<file path="config.mk">
export PLATFORM = sky130hd
export DESIGN_NAME = apb_master
export DESIGN_NICKNAME = d
export VERILOG_FILES = /design/src/rtl/apb_master.sv
export SDC_FILE = /design/constraint.sdc
export NUM_CORES = 1
export LEC_CHECK = 0
export ABC_AREA = 1
export CAP_MARGIN = 10
export CORE_MARGIN = 10
export CORE_UTILIZATION = 39
export CTS_BUF_LIST = sky130_fd_sc_hd__clkbuf_2
export DETAILED_ROUTE_END_ITERATION = 7
export PLACE_DENSITY = 0.82
export RECOVER_POWER = 25
export SETUP_SLACK_MARGIN = 0.3
export SYNTH_ARGS = -nofsm -noshare
export SYNTH_HDL_FRONTEND = slang
export SYNTH_SLANG_ARGS = --single-unit
</file>
<file path="constraint.sdc">
create_clock -name PCLK -period 1.3 [get_ports PCLK]
set_input_delay 0.13 -clock PCLK [delete_from_list [all_inputs] [get_ports PCLK]]
set_output_delay 0.13 -clock PCLK [all_outputs]
set_load 0.05 [all_outputs]
</file>
<file path="src/rtl/apb_master.sv">
// apb_master: turns a valid/ready command into one APB4 SETUP/ACCESS transfer and returns a response.
// Latency: accept, SETUP, ACCESS (1 + wait states, capped at TIMEOUT), RESP; at least 4 cycles per transfer.
// Backpressure: cmd_ready only in IDLE; the response is held in RESP until rsp_ready, with no new command taken meanwhile.
module apb_master #(
  parameter int ADDR_WIDTH = 8,
  parameter int DATA_WIDTH = 32,
  parameter int TIMEOUT    = 16
) (
  input  logic                    PCLK,
  input  logic                    PRESETn,
  // command channel
  input  logic                    cmd_valid,
  output logic                    cmd_ready,
  input  logic                    cmd_write,
  input  logic [ADDR_WIDTH-1:0]   cmd_addr,
  input  logic [DATA_WIDTH-1:0]   cmd_wdata,
  input  logic [DATA_WIDTH/8-1:0] cmd_strb,
  // response channel
  output logic                    rsp_valid,
  input  logic                    rsp_ready,
  output logic [DATA_WIDTH-1:0]   rsp_rdata,
  output logic                    rsp_err,
  output logic                    rsp_timeout,
  // APB requester side
  output logic                    PSEL,
  output logic                    PENABLE,
  output logic                    PWRITE,
  output logic [ADDR_WIDTH-1:0]   PADDR,
  output logic [DATA_WIDTH-1:0]   PWDATA,
  output logic [DATA_WIDTH/8-1:0] PSTRB,
  input  logic [DATA_WIDTH-1:0]   PRDATA,
  input  logic                    PREADY,
  input  logic                    PSLVERR
);

  localparam int STRB_WIDTH = DATA_WIDTH / 8;
  // One spare bit over what TIMEOUT needs, so the count can never wrap back to zero.
  localparam int CNT_WIDTH  = $clog2(TIMEOUT + 1) + 1;
  // Count value held during the last permitted wait cycle; the abort fires when it would step to TIMEOUT.
  localparam int TO_LAST    = (TIMEOUT == 0) ? 0 : TIMEOUT - 1;

  typedef enum logic [1:0] {
    ST_IDLE,
    ST_SETUP,
    ST_ACCESS,
    ST_RESP
  } state_t;

  state_t                  r_state;
  logic                    r_psel;
  logic                    r_penable;
  logic                    r_pwrite;
  logic [ADDR_WIDTH-1:0]   r_paddr;
  logic [DATA_WIDTH-1:0]   r_pwdata;
  logic [STRB_WIDTH-1:0]   r_pstrb;
  logic                    r_rsp_valid;
  logic [DATA_WIDTH-1:0]   r_rsp_rdata;
  logic                    r_rsp_err;
  logic                    r_rsp_timeout;
  logic [CNT_WIDTH-1:0]    r_wait_cnt;

  logic                    w_timeout_hit;
  logic                    w_cnt_sat;

  // Abort when this wait cycle is the TIMEOUT-th consecutive one with PREADY low.
  assign w_timeout_hit = (TIMEOUT != 0) && (r_wait_cnt == CNT_WIDTH'(TO_LAST));
  // Only reachable with the timeout disabled; keeps the counter pinned instead of wrapping.
  assign w_cnt_sat     = (r_wait_cnt == {CNT_WIDTH{1'b1}});

  assign cmd_ready   = (r_state == ST_IDLE);
  assign PSEL        = r_psel;
  assign PENABLE     = r_penable;
  assign PWRITE      = r_pwrite;
  assign PADDR       = r_paddr;
  assign PWDATA      = r_pwdata;
  assign PSTRB       = r_pstrb;
  assign rsp_valid   = r_rsp_valid;
  assign rsp_rdata   = r_rsp_rdata;
  assign rsp_err     = r_rsp_err;
  assign rsp_timeout = r_rsp_timeout;

  // Transfer sequencer: owns every registered APB and response output plus the wait counter.
  always_ff @(posedge PCLK or negedge PRESETn) begin
    if (!PRESETn) begin
      r_state       <= ST_IDLE;
      r_psel        <= 1'b0;
      r_penable     <= 1'b0;
      r_pwrite      <= 1'b0;
      r_paddr       <= '0;
      r_pwdata      <= '0;
      r_pstrb       <= '0;
      r_rsp_valid   <= 1'b0;
      r_rsp_rdata   <= '0;
      r_rsp_err     <= 1'b0;
      r_rsp_timeout <= 1'b0;
      r_wait_cnt    <= '0;
    end else begin
      case (r_state)
        ST_IDLE: begin
          if (cmd_valid) begin
            // Reads drive zero data/strobes so the bus never carries stale write values.
            r_paddr  <= cmd_addr;
            r_pwrite <= cmd_write;
            r_pwdata <= cmd_write ? cmd_wdata : '0;
            r_pstrb  <= cmd_write ? cmd_strb  : '0;
            r_psel   <= 1'b1;
            r_state  <= ST_SETUP;
          end
        end

        ST_SETUP: begin
          r_penable  <= 1'b1;
          r_wait_cnt <= '0;
          r_state    <= ST_ACCESS;
        end

        ST_ACCESS: begin
          if (PREADY) begin
            // Completion beats a timeout landing on the same edge.
            r_psel        <= 1'b0;
            r_penable     <= 1'b0;
            r_rsp_rdata   <= r_pwrite ? '0 : PRDATA;
            r_rsp_err     <= PSLVERR;
            r_rsp_timeout <= 1'b0;
            r_rsp_valid   <= 1'b1;
            r_state       <= ST_RESP;
          end else if (w_timeout_hit) begin
            r_wait_cnt    <= r_wait_cnt + 1'b1;
            r_psel        <= 1'b0;
            r_penable     <= 1'b0;
            r_rsp_rdata   <= '0;
            r_rsp_err     <= 1'b1;
            r_rsp_timeout <= 1'b1;
            r_rsp_valid   <= 1'b1;
            r_state       <= ST_RESP;
          end else if (!w_cnt_sat) begin
            r_wait_cnt <= r_wait_cnt + 1'b1;
          end
        end

        ST_RESP: begin
          // Response fields stay put after the handshake; only the valid flag drops.
          if (rsp_ready) begin
            r_rsp_valid <= 1'b0;
            r_state     <= ST_IDLE;
          end
        end

        default: begin
          r_state <= ST_IDLE;
        end
      endcase
    end
  end

endmodule

</file>
==> impl_metrics.csv <==
group,metric,value,unit
finish,areaGrowthSynthToFinish,129,%
placement,dpl.hpwl,9.40,mm
finish,nNetsFinal,811,
critical_path,critPathKind,"reg2reg",
placement,gp_congestion,0.772,
yosys,yosys_warnings,0,
critical_path,worstPathRequired,1760,ps
sta,max_freq,583,MHz
yosys,synth_nets,520,
grt,grt_max_degree,41,
status,violations,"negative setup slack",
drt,avgViaCountPerCell,5.34,
drt,dr.pass1.iters,7,
clocking,cts_max_level,3,
yosys,netlist_area,0.00382,sq mm
floorplan,ios,166,
floorplan,die-area,0.0142,sq mm
grt,grt_pass1_vias,4505,
worst_hold_path,hold_start,"cmd_wdata[25]",
yosys,ys_seq_elements,90,
grt,antenna_found_initial,0,
sta,maxSlewHeadroom,0.414,
flow_run,drv_cap,0,
worst_hold_path,hold_class,"in2reg",
grt,globalRouteTotalUtil,0.224,
yosys,synth_cell_type_count,22,
drt,via_count,4589,
sta,post-route-worst-setup-slack,-414,ps
critical_path,worstSetupEndpointType,"flop",
placement,dpl_worst_slack,-119,ps
drt,drcViolationCount,0,
power_and_ir_drop,ir_worst_vdd,1.56,mV
critical_path,crit_arrival,2180,ps
finish,diodes,0,
clocking,clkTransAtPathRegs,320,ps
critical_path,critPathLaunchType,"flop",
finish,final_cells,860,
critical_path,r2r_cells,10,
power_and_ir_drop,power.leakage,4.14,nW
floorplan,fp.dieW,119,um
yosys,avgSynthCellArea,8.85,sq um
critical_path,path_cells,"buf_6 -> inv_4 -> ha_4 -> buf_4 -> buf_8 -> nand2_8 -> buf_12 -> buf_16 -> nand2_1 -> o21ai_2",
clocking,worstSkewPairLatency,550,ps
clocking,cts_buffers,9,
finish,drive_above_1_share,0.565,
sta,final_max_slew_viol_count,0,
placement,port_buffers,165,
clocking,cts_root_buf,"clkbuf_2",
grt,gr-total-overflow,0,
drt,wl_per_cell,24.2,um
placement,placed_area,0.00673,sq mm
floorplan,coreArea,0.00964,sq mm
sta,finalClockSkew,39.6,ps
clocking,clock_sinks,90,
drt,ant_nets,0,
yosys,yosysSeqAreaShare,0.589,
sta,period_needed,1710,ps
finish,final_cell_mix,"98 x buf_12, 95 x nand2_1, 91 x buf_4",
critical_path,slowest_stage,"dfrtp_1",
drt,wirelength,20.8,mm
grt,grt_pass1_wl,25.2,mm
drt,drtIter0Drc,465,
clocking,clockBufferDepth,2,
clocking,cts_tree,"done",
critical_path,r2r-start,"r_state[1]",
sta,worst_pin_slew,880,ps
worst_hold_path,whs_endpoint,"PWDATA[25]",
yosys,synthCells,432,
worst_hold_path,worstHoldPathCells,3,
critical_path,r2r_end,"PWDATA[21]",
placement,placed_cells,733,
finish,num-fill-cells,355,
critical_path,max_stage_delay,470,ps
floorplan,die_y,119,um
sta,final-setup-viol-count,151,
finish,fin_area,0.00876,sq mm
finish,final_common_cell,"buf_12",
sta,period_share,1.32,
status,status,"finished with violations",
sta,hold_viol,0,
sta,rsz0062_at_grt,"yes",
critical_path,r2r_slack,-410,ps
power_and_ir_drop,cellPowerDensity,2960,mW/mm^2
critical_path,cp_max_fo,7,
floorplan,rows,36,
floorplan,initial_utilization,0.396,
-- area by class of cell --
type	count	area, sq um	area share
clock buffers	12	60.1	0.00686
clock inverters	3	17.5	0.00200
inverters	16	77.6	0.00886
multi-input cells	306	2150	0.246
flip-flops and latches	90	2260	0.259
well taps	133	166	0.0190
repair buffers	299	4000	0.457
repair inverters	1	16.3	0.00186
-- cell families after synthesis --
logic type / count (synthesis) / share of synthesized area
simple gates: 251 / 0.284
flops: 90 / 0.589
compound gates: 46 / 0.0612
buf+inv: 38 / 0.0449
fa+ha+maj: 5 / 0.0164
xor+xnor: 2 / 0.00458
-- routing by layer --
metal  global-route usage  vias to the layer above  part of all wire
li1                     -                     1971                 -
met1                0.239                     2275              0.37
met2                0.408                      278              0.51
met3               0.0647                       65             0.075
met4               0.0824                        0             0.044
met5                    0                        -                 0
-- metrics by stage --
stage	power (mW)	TNS (ps)	util	hold WS, ps
6_report	26.0	-27550	0.908	64.3
5_1_grt	26.6	-33860	0.908	76.0
4_1_cts	22.8	-15610	0.828	10.5
3_5_place_dp	18.8	-4270	0.698	89.7
3_3_place_gp	18.4	-357	0.698	77.6
2_1_floorplan	11.5	-2080	-	-166
-- synth_stat cells --
cell      instances  area share
nand2_1         177        0.17
dfrtp_1          90        0.59
o21ai_0          43       0.056
nand3_1          39       0.051
nand2_2          22       0.036
clkbuf_1         14       0.014
inv_1            14       0.014
buf_2             5      0.0065
ha_1              5       0.016
nand4_1           4      0.0065
nor2_1            4      0.0039
buf_6             3      0.0088
nand2_4           2      0.0059
or2_2             2      0.0033
a21oi_1           1      0.0013
a31oi_1           1      0.0016
clkinv_1          1     0.00098
inv_2             1     0.00098
nor2_4            1      0.0029
o211ai_1          1      0.0020
xnor2_1           1      0.0023
xor2_1            1      0.0023
-- critical path, delay by kind of cell (launching register included) --
family                   cells  cell delay, ps
AND/OR/NAND/NOR              2             180
flip-flops                   1             470
buffers and inverters        6             750
AO/OA/AOI/OAI                1              60
adder cells (fa/ha/maj)      1             160
-- worst max-delay path by stage --
stage / cells past startpoint / startpoint / endpoint / slack (ps)
6_report: 10 / r_state[1] / PWDATA[21] / -410
5_1_grt: 9 / r_state[1] / PWDATA[20] / -430
4_1_cts: 4 / r_state[1] / cmd_ready / -280
3_5_place_dp: 9 / r_wait_cnt[0] / rsp_rdata[20] / -120
3_3_place_gp: 7 / r_state[0] / r_wait_cnt[4] / -40
2_1_floorplan: 9 / r_wait_cnt[0] / rsp_rdata[0] / -70
-- timing repair --
item,4_1_cts,5_1_grt
endpoints found under the setup margin,173,173
setup buffers,59,36
pin swaps,21,31
cloned,13,3
endpoints found under the hold margin,90,0
resized for setup,110,119
hold buffers,1,0
-- flip-flops by register name, indices dropped and copies added, names as in the netlist --
register	flops
PADDR	8
PENABLE	1
PSEL	1
PSTRB	4
PWDATA	32
PWRITE	1
r_state	2
r_wait_cnt	6
rsp_err	1
rsp_rdata	32
rsp_timeout	1
rsp_valid	1
-- power by group --
group | total, mW | internal, mW | leakage (nW) | switching [mW]
Combinational | 19.0 | 9.30 | 2.94 | 9.71
Clock | 1.30 | 0.259 | 0.0578 | 1.04
Sequential | 5.65 | 4.06 | 1.15 | 1.59
Power figures use the tool's default switching activity.
